### config.mk
export PLATFORM = sky130hd
export DESIGN_NAME = uart_rx_fifo
export DESIGN_NICKNAME = d
export VERILOG_FILES = /design/src/rtl/uart_pkg.sv /design/src/rtl/uart_fifo_mem.sv /design/src/rtl/uart_rx_fifo.sv
export SDC_FILE = /design/constraint.sdc
export NUM_CORES = 1
export LEC_CHECK = 0
export CAP_MARGIN = 30
export CORE_MARGIN = 5
export CORE_UTILIZATION = 29
export DETAILED_ROUTE_END_ITERATION = 6
export DONT_BUFFER_PORTS = 1
export HOLD_SLACK_MARGIN = 0.15
export PLACE_DENSITY = 0.54
export SYNTH_ARGS = -nofsm -noshare
export SYNTH_HDL_FRONTEND = slang
export SYNTH_SLANG_ARGS = --single-unit
### constraint.sdc
create_clock -name clk -period 3.69 [get_ports clk]
set_input_delay 0.1845 -clock clk [delete_from_list [all_inputs] [get_ports clk]]
set_output_delay 0.1845 -clock clk [all_outputs]
set_load 0.05 [all_outputs]
### src/rtl/uart_pkg.sv
// uart_pkg: shared definitions for the UART slice.
//   UART_DATA_WIDTH  default bits per UART character
//   PARITY_*         parity-mode encodings used by receiver/transmitter
//   uart_fifo_entry_t  receive FIFO entry layout {perr, data}
package uart_pkg;

  localparam int UART_DATA_WIDTH = 8;

  localparam logic [1:0] PARITY_NONE = 2'b00;
  localparam logic [1:0] PARITY_EVEN = 2'b01;
  localparam logic [1:0] PARITY_ODD  = 2'b10;

  typedef struct packed {
    logic                       perr;
    logic [UART_DATA_WIDTH-1:0] data;
  } uart_fifo_entry_t;

endpackage

### src/rtl/uart_fifo_mem.sv
// uart_fifo_mem: simple dual-port storage array for the receive FIFO.
// Synchronous write, asynchronous read (distributed-RAM style). Not reset.
// Ports:
//   clk      clock
//   we_i     write enable
//   waddr_i  write address
//   wdata_i  write data
//   raddr_i  read address
//   rdata_o  read data (combinational from raddr_i)
module uart_fifo_mem #(
  parameter int WIDTH = 8,
  parameter int DEPTH = 16,
  localparam int AW   = $clog2(DEPTH)
) (
  input  logic             clk,
  input  logic             we_i,
  input  logic [AW-1:0]    waddr_i,
  input  logic [WIDTH-1:0] wdata_i,
  input  logic [AW-1:0]    raddr_i,
  output logic [WIDTH-1:0] rdata_o
);

  logic [WIDTH-1:0] mem [DEPTH];

  always_ff @(posedge clk) begin
    if (we_i) mem[waddr_i] <= wdata_i;
  end

  assign rdata_o = mem[raddr_i];

endmodule

### src/rtl/uart_rx_fifo.sv
// uart_rx_fifo: receive-side byte buffer downstream of the UART receiver.
// Captures a byte on each wr_en (rx_done) pulse, optionally tags it with the
// frame's parity-error status, and presents entries show-ahead to a consumer.
// Optional feature macro: UART_RX_FIFO_PERR_EN (parity tag storage/output).
// Ports:
//   clk, rst        clock, synchronous active-high reset
//   wr_en/wr_data   write strobe and received byte
//   wr_perr         parity-error pulse, may precede its wr_en
//   rd_valid/rd_ready/rd_data/rd_perr  head entry handshake
//   count/full/empty  fill level and flags
//   overflow/clr_overflow  sticky drop flag and its clear
// Handshake: a read transfer happens in every cycle where rd_valid and
// rd_ready are both high; rd_valid never depends on rd_ready, and
// rd_data/rd_perr are stable while rd_valid is high and no transfer occurs.
module uart_rx_fifo
  import uart_pkg::*;
#(
  parameter int DATA_WIDTH = UART_DATA_WIDTH,
  parameter int DEPTH      = 16,
  localparam int AW        = $clog2(DEPTH)
) (
  input  logic                  clk,
  input  logic                  rst,
  input  logic                  wr_en,
  input  logic [DATA_WIDTH-1:0] wr_data,
  input  logic                  wr_perr,
  input  logic                  rd_ready,
  output logic                  rd_valid,
  output logic [DATA_WIDTH-1:0] rd_data,
  output logic                  rd_perr,
  output logic [AW:0]           count,
  output logic                  full,
  output logic                  empty,
  output logic                  overflow,
  input  logic                  clr_overflow
);

`ifdef UART_RX_FIFO_PERR_EN
  localparam int EW = DATA_WIDTH + 1;
`else
  localparam int EW = DATA_WIDTH;
`endif

  localparam logic [AW:0] FULL_CNT = (AW+1)'(DEPTH);

  logic [AW-1:0] wp_q, wp_d;
  logic [AW-1:0] rp_q, rp_d;
  logic [AW:0]   count_q, count_d;
  logic          overflow_q, overflow_d;

  logic          rd_fire, wr_fire, wr_drop;
  logic [EW-1:0] mem_wdata, mem_rdata;

  assign full     = (count_q == FULL_CNT);
  assign empty    = (count_q == '0);
  assign rd_valid = !empty;
  assign count    = count_q;
  assign overflow = overflow_q;

  assign rd_fire = rd_valid && rd_ready;
  // A full FIFO still accepts a write when the head is popped in that cycle.
  assign wr_fire = wr_en && (!full || rd_fire);
  assign wr_drop = wr_en && full && !rd_fire;

`ifdef UART_RX_FIFO_PERR_EN
  logic perr_pend_q, perr_pend_d;

  // Tag is consumed by any completed byte, accepted or dropped.
  always_comb begin
    perr_pend_d = perr_pend_q;
    if (wr_en)        perr_pend_d = 1'b0;
    else if (wr_perr) perr_pend_d = 1'b1;
  end

  always_ff @(posedge clk) begin
    if (rst) perr_pend_q <= 1'b0;
    else     perr_pend_q <= perr_pend_d;
  end

  assign mem_wdata = {perr_pend_q | wr_perr, wr_data};
  assign rd_data   = empty ? '0 : mem_rdata[DATA_WIDTH-1:0];
  assign rd_perr   = empty ? 1'b0 : mem_rdata[DATA_WIDTH];
`else
  logic unused_wr_perr;
  assign unused_wr_perr = wr_perr;
  assign mem_wdata = wr_data;
  assign rd_data   = empty ? '0 : mem_rdata;
  assign rd_perr   = 1'b0;
`endif

  always_comb begin
    wp_d       = wp_q;
    rp_d       = rp_q;
    count_d    = count_q;
    overflow_d = overflow_q;
    if (wr_fire) wp_d = wp_q + 1'b1;
    if (rd_fire) rp_d = rp_q + 1'b1;
    if (wr_fire && !rd_fire)      count_d = count_q + 1'b1;
    else if (rd_fire && !wr_fire) count_d = count_q - 1'b1;
    // Setting wins over clearing in the same cycle.
    if (wr_drop)           overflow_d = 1'b1;
    else if (clr_overflow) overflow_d = 1'b0;
  end

  always_ff @(posedge clk) begin
    if (rst) begin
      wp_q       <= '0;
      rp_q       <= '0;
      count_q    <= '0;
      overflow_q <= 1'b0;
    end else begin
      wp_q       <= wp_d;
      rp_q       <= rp_d;
      count_q    <= count_d;
      overflow_q <= overflow_d;
    end
  end

  // Memory write is suppressed during reset so a reset-cycle strobe is lost.
  uart_fifo_mem #(
    .WIDTH (EW),
    .DEPTH (DEPTH)
  ) u_mem (
    .clk     (clk),
    .we_i    (wr_fire && !rst),
    .waddr_i (wp_q),
    .wdata_i (mem_wdata),
    .raddr_i (rp_q),
    .rdata_o (mem_rdata)
  );

endmodule

==> metrics.txt <==
status finished, final reports clean; global-route wire length before repair 18.4 mm; drt drc 0; Hold Fails Final Rpt 0; IO Count 32; Worst Path Max Fanout 11; asr flop ratio synth 0%; Tcrit/Tclk final 87.8%; Yosys reg bits 146; Clock Power Share 31.4%; Die ar. 0.0235 mm^2; max-cap violation count 0; Primary FF master, synth edfxtp_1; Floorplan Core Area 0.0202 mm^2; Layout Nets 385; setup ws final 0.451 ns; reg2reg setup slack 0.45 ns; Die Span X 153 um; Slew Limit Headroom 35.1%; worst-margin pin slew 0.970 ns; post-synthesis mux area share 14.0%; worst slack, placed 0.447 ns; Setup Fix Bufs, Post-CTS 0; Worst Setup Path Type flip-flop to flip-flop; RSZ-0062 raised after global routing no; Reg area 0.00421 mm^2; post-cts sizing count 0; drt total wl 11.7 mm; Seq pwr share 41.6%; Compound-Gate Fraction of Synth Area 4.14%; CTS tree built; footprint of the multi-input gates 0.00165 mm^2; leakage 2.25 nW; commonest non-fill, non-tap cell in the layout edfxtp_1; cell count after synthesis 326; post-synthesis sequential area ratio 70.7%; Hold Buf Count CTS 15; DR pass1 iterations 4; die height 153 um; EDFF count, synth 128; Comb power frac 27.0%; FP Rows 52; Setup Skew 0.00683 ns; share of cells above drive strength 1 27.8%; Worst VDD drop 0.000304 V; pins over their slew limit 0; Initial Util 29.4%; post-synthesis cell area 0.00595 mm^2; Worst EP required 3.99 ns; net switching power 0.00157 W; Post-DRT Antenna Nets 0; Clock Latency Late Sink 0.41 ns; number of global-route vias before repair 3198; GRT Total Usage 10.4%; Worst Hold Class primary input to flip-flop; crit end category flip-flop; DR WL met3 644 um; xor and xnor area share after synthesis 1.01%; largest family of logic cells by synthesized area multiplexers; Ys Warns 0; fmax 309 MHz; Post-Synth Simple-Gate Area 5.68%; largest net degree at the start of global routing 24; diodes inserted 0; Setup TNS 0 ns; Detail Placement HPWL 7.60 mm; initial antenna violation count 0; initial DRC count 199; number of CTS-inserted buffers 17; filler cell count 1927; P&R area growth vs syn 18.4%; switching fraction of total power 33.0%; vias after detailed routing 2984; Avg Inst Size Synth 18.2 um^2; CP startpoint kind flip-flop; CTS max path bufs 2; Top Layer Used met4; post-synth cell types 41; H-tree levels 4; Setup Viol. Count Final 0; Pwr Density 677 mW/mm^2; GRT overflow 0; vias per cell 4.63; Adder-Cell Fraction of Synth Area 2.23%; Critical Path AT 3.54 ns; CTS sink cnt 146; CTS clk-pin slew, worst paths 0.06 ns; Final Wtd Congestion 0.745; drt wl/cell 18.2 um; Pint 0.00320 W; met1 WL 5.29 mm; most frequent cells in the layout 128 x edfxtp_1, 32 x mux4_2, 27 x nor2_1; crit path time final 3.24 ns; clock root cell clkbuf_16; syn nets 350; DR WL met2 5.62 mm; I/O Buffers 0
worst paths after layout:
path              cells after the start  endpoint      from
setup reg to reg                     10  count[4]  count[0]
setup / recovery                     10  count[4]  count[0]
hold reg to reg                       2   rp_q[3]   rp_q[3]
hold / removal                        2  count[3]       rst
state kept, by name, summed over array words and instances, names as in the netlist, named ones only:
name / flops
overflow: 1
wp_q: 4
count: 5
rp_q: 4
u_mem.mem: 128
logic make-up (layout without fill, tap and decap cells):
family	after synthesis	in the layout
xor gates and xnor gates	6	6
AOI/OAI and AO/OA	32	32
adders and majority gates	10	10
and+or+nand+nor	62	62
other	1	1
DFF	146	146
muxes	43	43
buffers and inverters	26	74
cell type report:
class / count / area share, %
inverters: 7 / 0.444
clock inverters: 14 / 1.24
well taps: 270 / 4.79
clock buffers: 18 / 6.09
flip-flops and latches: 146 / 59.7
multi-input cells: 154 / 23.5
repair buffers: 35 / 4.26
cell usage after synthesis (all sizes together) (5+ instances only):
cell type  number  area (um^2)
edfxtp        128         3840
mux4           32          721
nor2           28          108
dfxtp          18          360
a211oi         17          128
buf            14         81.3
mux2i          10          100
ha              9          113
nor2b           8         50.1
a21oi           7         42.5
inv             7         31.3
clkbuf          5         18.8
nand2b          5         31.3
through the flow:
stage / power, W / hold slack (ns) / utilization [%] / instances / instance area [um^2]
after floorplan: 0.00296 / 0.283 / - / 326 / 5950
after global placement: 0.00328 / 0.252 / 31.5 / 597 / 6380
after CTS: 0.00484 / 0.161 / 34.8 / 644 / 7050
final: 0.00477 / 0.173 / 34.8 / 644 / 7050
after global routing: 0.00500 / 0.159 / 34.8 / 644 / 7050
after detailed placement: 0.00330 / 0.252 / 31.5 / 597 / 6380
layer usage:
| metal | vias to the layer above | GRT usage (%) |
|---|---|---|
| met1 | 1543 | 13.5 |
| met4 | 0 | 3.69 |
| li1 | 1367 | - |
| met5 | - | 0 |
| met2 | 65 | 16.4 |
| met3 | 9 | 3.56 |
power groups by stage:
stage	combinational (W)	sequential (W)	clock, W
after floorplan	0.000967	0.00199	0
after global placement	0.00125	0.00203	0
after detailed placement	0.00127	0.00203	0
after CTS	0.00131	0.00200	0.00153
after global routing	0.00138	0.00201	0.00161
final	0.00129	0.00199	0.00150
worst max-delay path: stages, from the launching register on:
cell and delay [ns]:
dfxtp_1 0.31, or4_1 0.69, o31ai_4 0.55, inv_6 0.10
ha_1 0.22, inv_1 0.16, ha_1 0.30, a21oi_1 0.20
a211oi_1 0.10, a31oi_1 0.17, mux2_2 0.34
(Power assumes the default switching activity.)
